**config.mk**
```make
export PLATFORM = sky130hd
export DESIGN_NAME = up_tpl_bus_aggregator
export DESIGN_NICKNAME = d
export VERILOG_FILES = /design/src/rtl/up_tpl_bus_aggregator.sv
export SDC_FILE = /design/constraint.sdc
export NUM_CORES = 1
export LEC_CHECK = 0
export BUFFER_PORTS_ARGS = -buffer_cell sky130_fd_sc_hd__clkbuf_2
export CORE_MARGIN = 2
export CORE_UTILIZATION = 40
export CTS_BUF_LIST = sky130_fd_sc_hd__clkbuf_8
export DETAILED_ROUTE_END_ITERATION = 6
export PLACE_DENSITY = 0.7
export SKIP_CTS_REPAIR_TIMING = 1
export SLEW_MARGIN = 20
export SYNTH_ARGS = -nofsm -noshare
export SYNTH_HDL_FRONTEND = slang
export SYNTH_SLANG_ARGS = --single-unit
```
**constraint.sdc**
```tcl
create_clock -name up_clk -period 2.96 [get_ports up_clk]
set_input_delay 0.296 -clock up_clk [delete_from_list [all_inputs] [get_ports up_clk]]
set_output_delay 0.296 -clock up_clk [all_outputs]
set_load 0.005 [all_outputs]
```
**src/rtl/up_tpl_bus_aggregator.sv**
```systemverilog
// Register-bus aggregator between up_axi and the TPL register slaves: window decode,
// one-hot request steering and bounded ack timeout on independent read/write channels.
module up_tpl_bus_aggregator #(
   parameter int                                         NUM_SLAVES = 4,
   parameter int                                         ADDR_WIDTH = 14,
   parameter int                                         SLAVE_AW   = 8,
   parameter logic [NUM_SLAVES*(ADDR_WIDTH-SLAVE_AW)-1:0] SLAVE_BASE = {6'h3, 6'h2, 6'h1, 6'h0},
   parameter int                                         TIMEOUT    = 64,
   parameter logic [31:0]                                ERR_DATA   = 32'hDEADDEAD
) (
   input  logic                     up_clk,
   input  logic                     up_rstn,
   input  logic                     up_wreq,
   input  logic [ADDR_WIDTH-1:0]    up_waddr,
   input  logic [31:0]              up_wdata,
   output logic                     up_wack,
   input  logic                     up_rreq,
   input  logic [ADDR_WIDTH-1:0]    up_raddr,
   output logic [31:0]              up_rdata,
   output logic                     up_rack,
   output logic [NUM_SLAVES-1:0]    dn_wreq,
   output logic [ADDR_WIDTH-1:0]    dn_waddr,
   output logic [31:0]              dn_wdata,
   input  logic [NUM_SLAVES-1:0]    dn_wack,
   output logic [NUM_SLAVES-1:0]    dn_rreq,
   output logic [ADDR_WIDTH-1:0]    dn_raddr,
   input  logic [NUM_SLAVES*32-1:0] dn_rdata,
   input  logic [NUM_SLAVES-1:0]    dn_rack,
   output logic [15:0]              timeout_count,
   output logic [15:0]              miss_count
);

   localparam int IDX_W = ADDR_WIDTH - SLAVE_AW;
   localparam int SEL_W = (NUM_SLAVES > 1) ? $clog2(NUM_SLAVES) : 1;
   localparam logic [15:0] TO_LAST = 16'(TIMEOUT - 1);

   typedef enum logic [1:0] {ST_IDLE, ST_WAIT, ST_RESP} state_e;

   // Returns {hit, index}; scanning downwards lets the lowest matching window win.
   function automatic logic [SEL_W:0] decode(input logic [ADDR_WIDTH-1:0] addr);
      logic [SEL_W:0] r;
      r = '0;
      for (int k = NUM_SLAVES - 1; k >= 0; k--) begin
         if (addr[ADDR_WIDTH-1:SLAVE_AW] == SLAVE_BASE[k*IDX_W +: IDX_W]) begin
            r = {1'b1, SEL_W'(k)};
         end
      end
      return r;
   endfunction

   function automatic logic [15:0] sat_add(input logic [15:0] c, input logic [1:0] inc);
      logic [16:0] s;
      s = {1'b0, c} + {15'd0, inc};
      return s[16] ? 16'hFFFF : s[15:0];
   endfunction

   state_e                  w_state_q, w_state_d, r_state_q, r_state_d;
   logic [SEL_W-1:0]        w_sel_q, w_sel_d, r_sel_q, r_sel_d;
   logic [15:0]             w_cnt_q, w_cnt_d, r_cnt_q, r_cnt_d;
   logic [NUM_SLAVES-1:0]   dn_wreq_q, dn_wreq_d, dn_rreq_q, dn_rreq_d;
   logic [ADDR_WIDTH-1:0]   dn_waddr_q, dn_waddr_d, dn_raddr_q, dn_raddr_d;
   logic [31:0]             dn_wdata_q, dn_wdata_d;
   logic                    up_wack_q, up_wack_d, up_rack_q, up_rack_d;
   logic [31:0]             up_rdata_q, up_rdata_d;
   logic [15:0]             timeout_count_q, timeout_count_d, miss_count_q, miss_count_d;
   logic                    w_miss, w_to, r_miss, r_to;
   logic [SEL_W:0]          w_dec, r_dec;

   always_comb begin
      w_state_d  = w_state_q;
      w_sel_d    = w_sel_q;
      w_cnt_d    = w_cnt_q;
      dn_wreq_d  = '0;
      dn_waddr_d = dn_waddr_q;
      dn_wdata_d = dn_wdata_q;
      up_wack_d  = 1'b0;
      w_miss     = 1'b0;
      w_to       = 1'b0;
      w_dec      = decode(up_waddr);
      case (w_state_q)
         ST_IDLE: begin
            if (up_wreq) begin
               if (w_dec[SEL_W]) begin
                  dn_wreq_d[w_dec[SEL_W-1:0]] = 1'b1;
                  dn_waddr_d = up_waddr;
                  dn_wdata_d = up_wdata;
                  w_sel_d    = w_dec[SEL_W-1:0];
                  w_cnt_d    = '0;
                  w_state_d  = ST_WAIT;
               end else begin
                  up_wack_d = 1'b1;
                  w_miss    = 1'b1;
                  w_state_d = ST_RESP;
               end
            end
         end
         ST_WAIT: begin
            // The selected slave's ack takes priority over a timeout in the same cycle.
            if (dn_wack[w_sel_q]) begin
               up_wack_d = 1'b1;
               w_state_d = ST_IDLE;
            end else if (w_cnt_q == TO_LAST) begin
               up_wack_d = 1'b1;
               w_to      = 1'b1;
               w_state_d = ST_IDLE;
            end else begin
               w_cnt_d = w_cnt_q + 16'd1;
            end
         end
         default: w_state_d = ST_IDLE;
      endcase
   end

   always_comb begin
      r_state_d  = r_state_q;
      r_sel_d    = r_sel_q;
      r_cnt_d    = r_cnt_q;
      dn_rreq_d  = '0;
      dn_raddr_d = dn_raddr_q;
      up_rack_d  = 1'b0;
      up_rdata_d = '0;
      r_miss     = 1'b0;
      r_to       = 1'b0;
      r_dec      = decode(up_raddr);
      case (r_state_q)
         ST_IDLE: begin
            if (up_rreq) begin
               if (r_dec[SEL_W]) begin
                  dn_rreq_d[r_dec[SEL_W-1:0]] = 1'b1;
                  dn_raddr_d = up_raddr;
                  r_sel_d    = r_dec[SEL_W-1:0];
                  r_cnt_d    = '0;
                  r_state_d  = ST_WAIT;
               end else begin
                  up_rack_d = 1'b1;
                  r_miss    = 1'b1;
                  r_state_d = ST_RESP;
               end
            end
         end
         ST_WAIT: begin
            if (dn_rack[r_sel_q]) begin
               up_rack_d  = 1'b1;
               up_rdata_d = dn_rdata[r_sel_q*32 +: 32];
               r_state_d  = ST_IDLE;
            end else if (r_cnt_q == TO_LAST) begin
               up_rack_d  = 1'b1;
               up_rdata_d = ERR_DATA;
               r_to       = 1'b1;
               r_state_d  = ST_IDLE;
            end else begin
               r_cnt_d = r_cnt_q + 16'd1;
            end
         end
         default: r_state_d = ST_IDLE;
      endcase
   end

   always_comb begin
      timeout_count_d = sat_add(timeout_count_q, {1'b0, w_to} + {1'b0, r_to});
      miss_count_d    = sat_add(miss_count_q, {1'b0, w_miss} + {1'b0, r_miss});
   end

   always_ff @(posedge up_clk) begin
      if (!up_rstn) begin
         w_state_q       <= ST_IDLE;
         r_state_q       <= ST_IDLE;
         w_sel_q         <= '0;
         r_sel_q         <= '0;
         w_cnt_q         <= '0;
         r_cnt_q         <= '0;
         dn_wreq_q       <= '0;
         dn_rreq_q       <= '0;
         dn_waddr_q      <= '0;
         dn_raddr_q      <= '0;
         dn_wdata_q      <= '0;
         up_wack_q       <= 1'b0;
         up_rack_q       <= 1'b0;
         up_rdata_q      <= '0;
         timeout_count_q <= '0;
         miss_count_q    <= '0;
      end else begin
         w_state_q       <= w_state_d;
         r_state_q       <= r_state_d;
         w_sel_q         <= w_sel_d;
         r_sel_q         <= r_sel_d;
         w_cnt_q         <= w_cnt_d;
         r_cnt_q         <= r_cnt_d;
         dn_wreq_q       <= dn_wreq_d;
         dn_rreq_q       <= dn_rreq_d;
         dn_waddr_q      <= dn_waddr_d;
         dn_raddr_q      <= dn_raddr_d;
         dn_wdata_q      <= dn_wdata_d;
         up_wack_q       <= up_wack_d;
         up_rack_q       <= up_rack_d;
         up_rdata_q      <= up_rdata_d;
         timeout_count_q <= timeout_count_d;
         miss_count_q    <= miss_count_d;
      end
   end

   assign up_wack       = up_wack_q;
   assign up_rack       = up_rack_q;
   assign up_rdata      = up_rdata_q;
   assign dn_wreq       = dn_wreq_q;
   assign dn_rreq       = dn_rreq_q;
   assign dn_waddr      = dn_waddr_q;
   assign dn_raddr      = dn_raddr_q;
   assign dn_wdata      = dn_wdata_q;
   assign timeout_count = timeout_count_q;
   assign miss_count    = miss_count_q;

endmodule

```
==> metrics.txt <==
register area=3490 um2; most common cell after layout, fill and taps aside=clkbuf_2; #FFs+latches synth=174; Synth area leaders=dfxtp_1 47%, mux4_2 10%, nand2_1 7.4%; Netlist cell types=56; IR Drop Worst-Case VDD=0.310 mV; startpoint types=flop; grt ovf=0; Core Area=18100 um2; Die ar.=19700 um2; syn_nets=1005; Yosys Warn Count=0; root buf cell=clkbuf_8; finished layout cell area=9960 um2; Final Wtd Congestion=0.851; nets@finish=1345; met1 GRT Util=0.267; grt peak-use layer=met2; Port Buffers=333; asr flop ratio synth=0; GR Layer Usage met3=0.0410; Avg WL per Cell=16.2 um; Slew @ Worst Pin=0.967 ns; vias in the first global route=6742; syn_area_per_cell=9.31 um2; Die Span X=140 um; antenna violations before repair=2; Req. time, crit path=3.35 ns; Worst-Skew Late Latency=0.46 ns; HPWL Detailed=17.0 mm; Main synth FF type=dfxtp_1; gr usage total=0.223; most area-hungry cell type in the Yosys netlist=dfxtp_1; Vias/cell=5.20; clk slew on worst S/H paths=0.10 ns; site row count=49; met2 GRT Util=0.386; number of fill cells in the layout=1655; clk_skew=0.0142 ns; Area after DPL=9480 um2; CTS tree=done; first-pass GRT wire length=34.9 mm; Leakage=0.00421 uW; arrival time worst endpoint=3.28 ns; htree depth=4; post-route ant nets=0; Seq/Total Area, Yosys=0.468; Pre-Repair DR Iteration Count=5; crit path time final=2.89 ns; largest net degree at the start of global routing=61; CP Capture Type=flop; die height=140 um; final hold violation count=0; path type of the worst setup path=reg2reg; Final setup viols=0; Worst Hold Launch=up_wdata[5]; Synth top area share=0.468; WHS=0.0432 ns; Max Clk Rate=346 MHz; clock sink count=174; fin crit share=0.977; Rel. slew slack=0.352; initial core utilization=0.411; count of pins over their slew limit=0; setup TNS=0 ns; share of layout cells above drive strength 1=0.403; CTS Buffer Depth=2; most frequent cells in the layout=333 x clkbuf_2, 170 x dfxtp_1, 147 x nand2_1; Max Cap Violations=0; EDFF count, synth=0; post-synthesis cell count=799; pwr/cell area=447 nW/um2; Multi-input gate area=3800 um2; RSZ-0062 raised after global routing=yes; Hold WC Path Type=in2reg; DR iter-0 viols=382; r2r startpoint=r_sel_q[0]; pre-CTS setup slack=0.00130 ns; crit path max fanout=7; num ports=334; CTS Buf Count=17; final wirelength=22.4 mm; area grow syn2layout=33.8%; Worst setup startpoint=r_sel_q[0]; synthesized area=7440 um2; status=finished clean; DRC=0; final setup margin=0.0677 ns; routed vias=7193
Yosys cell counts, drive strengths merged (2+ instances only):
master  count
inv        17
and3       17
a21o        2
clkbuf     36
or3b        2
nand2     147
o21ai      23
a211oi      2
or4         4
nand3      32
a31oi      10
nor2       28
buf         7
a21oi      97
or2         4
o22ai       2
ha          4
and4        6
nor3       13
o21a       22
and2        3
o41ai       6
or3         8
o31ai       6
nand4      16
nor2b      14
nor3b       8
nand2b      4
mux2i       4
nor4        6
dfxtp     174
and3b       2
xnor2       9
fa          2
o21bai      3
mux4       34
xor2       12
path summary, 6_finish.rpt:
check / end / slack, ns / depth (start not counted)
worst max register to register: timeout_count[6] / 0.07 / 9
worst min-delay path: dn_wdata[5] / 0.04 / 3
worst max-delay path: timeout_count[6] / 0.07 / 9
worst min register to register: up_wack / 0.44 / 1
power breakdown:
part | leakage (uW) | total (uW) | internal [uW] | switching [uW]
Sequential | 0.00141 | 2370 | 2360 | 13.3
Clock | 0.000193 | 1750 | 843 | 903
Combinational | 0.00261 | 328 | 179 | 149
cell families after synthesis:
kind of cell	share of synthesized area
DFF	0.468
AOI/OAI and AO/OA	0.143
adders and majority gates	0.0121
buffers and inverters	0.0318
muxes	0.110
and+or+nand+nor	0.210
xor gates and xnor gates	0.0247
metal layers:
| layer | vias to the layer above | share of wire |
|---|---|---|
| li1 | 3548 | - |
| met1 | 3323 | 0.40 |
| met2 | 272 | 0.50 |
| met3 | 50 | 0.053 |
| met4 | 0 | 0.046 |
| met5 | - | 0 |
stage by stage:
| stage | util | power [uW] | std cells |
|---|---|---|---|
| floorplan | - | 2560 | 799 |
| global placement | 0.524 | 2750 | 1347 |
| detailed placement | 0.524 | 2760 | 1347 |
| CTS | 0.547 | 4510 | 1378 |
| global route | 0.550 | 4640 | 1382 |
| finish | 0.550 | 4450 | 1382 |
registers in the layout, summed over array words and instances (netlist names):
name / cells
dn_wdata: 32
up_rdata: 32
miss_count: 16
r_cnt_q: 16
timeout_count: 16
w_cnt_q: 16
dn_raddr: 14
dn_waddr: 14
dn_rreq: 4
dn_wreq: 4
r_sel_q: 2
r_state_q: 2
w_sel_q: 2
w_state_q: 2
up_rack: 1
up_wack: 1
worst max-delay path: stages (launching register included):
cell and delay [ns]:
dfxtp_2 0.36, mux4_2 0.57, or3_4 0.39, fa_2 0.37, inv_2 0.05, ha_2 0.16
and4_4 0.23, nand3_4 0.09, or3_4 0.45, a21oi_1 0.16
layout make-up:
class,instances,share of cell area
Tap cell,229,0.0288
Inverter,17,0.00641
Antenna cell,2,0.000503
Sequential cell,174,0.351
Clock inverter,14,0.0180
Multi-Input combinational cell,566,0.382
Clock buffer,17,0.0235
Timing Repair Buffer,363,0.190
No activity file was read; power rests on OpenSTA's default activity.
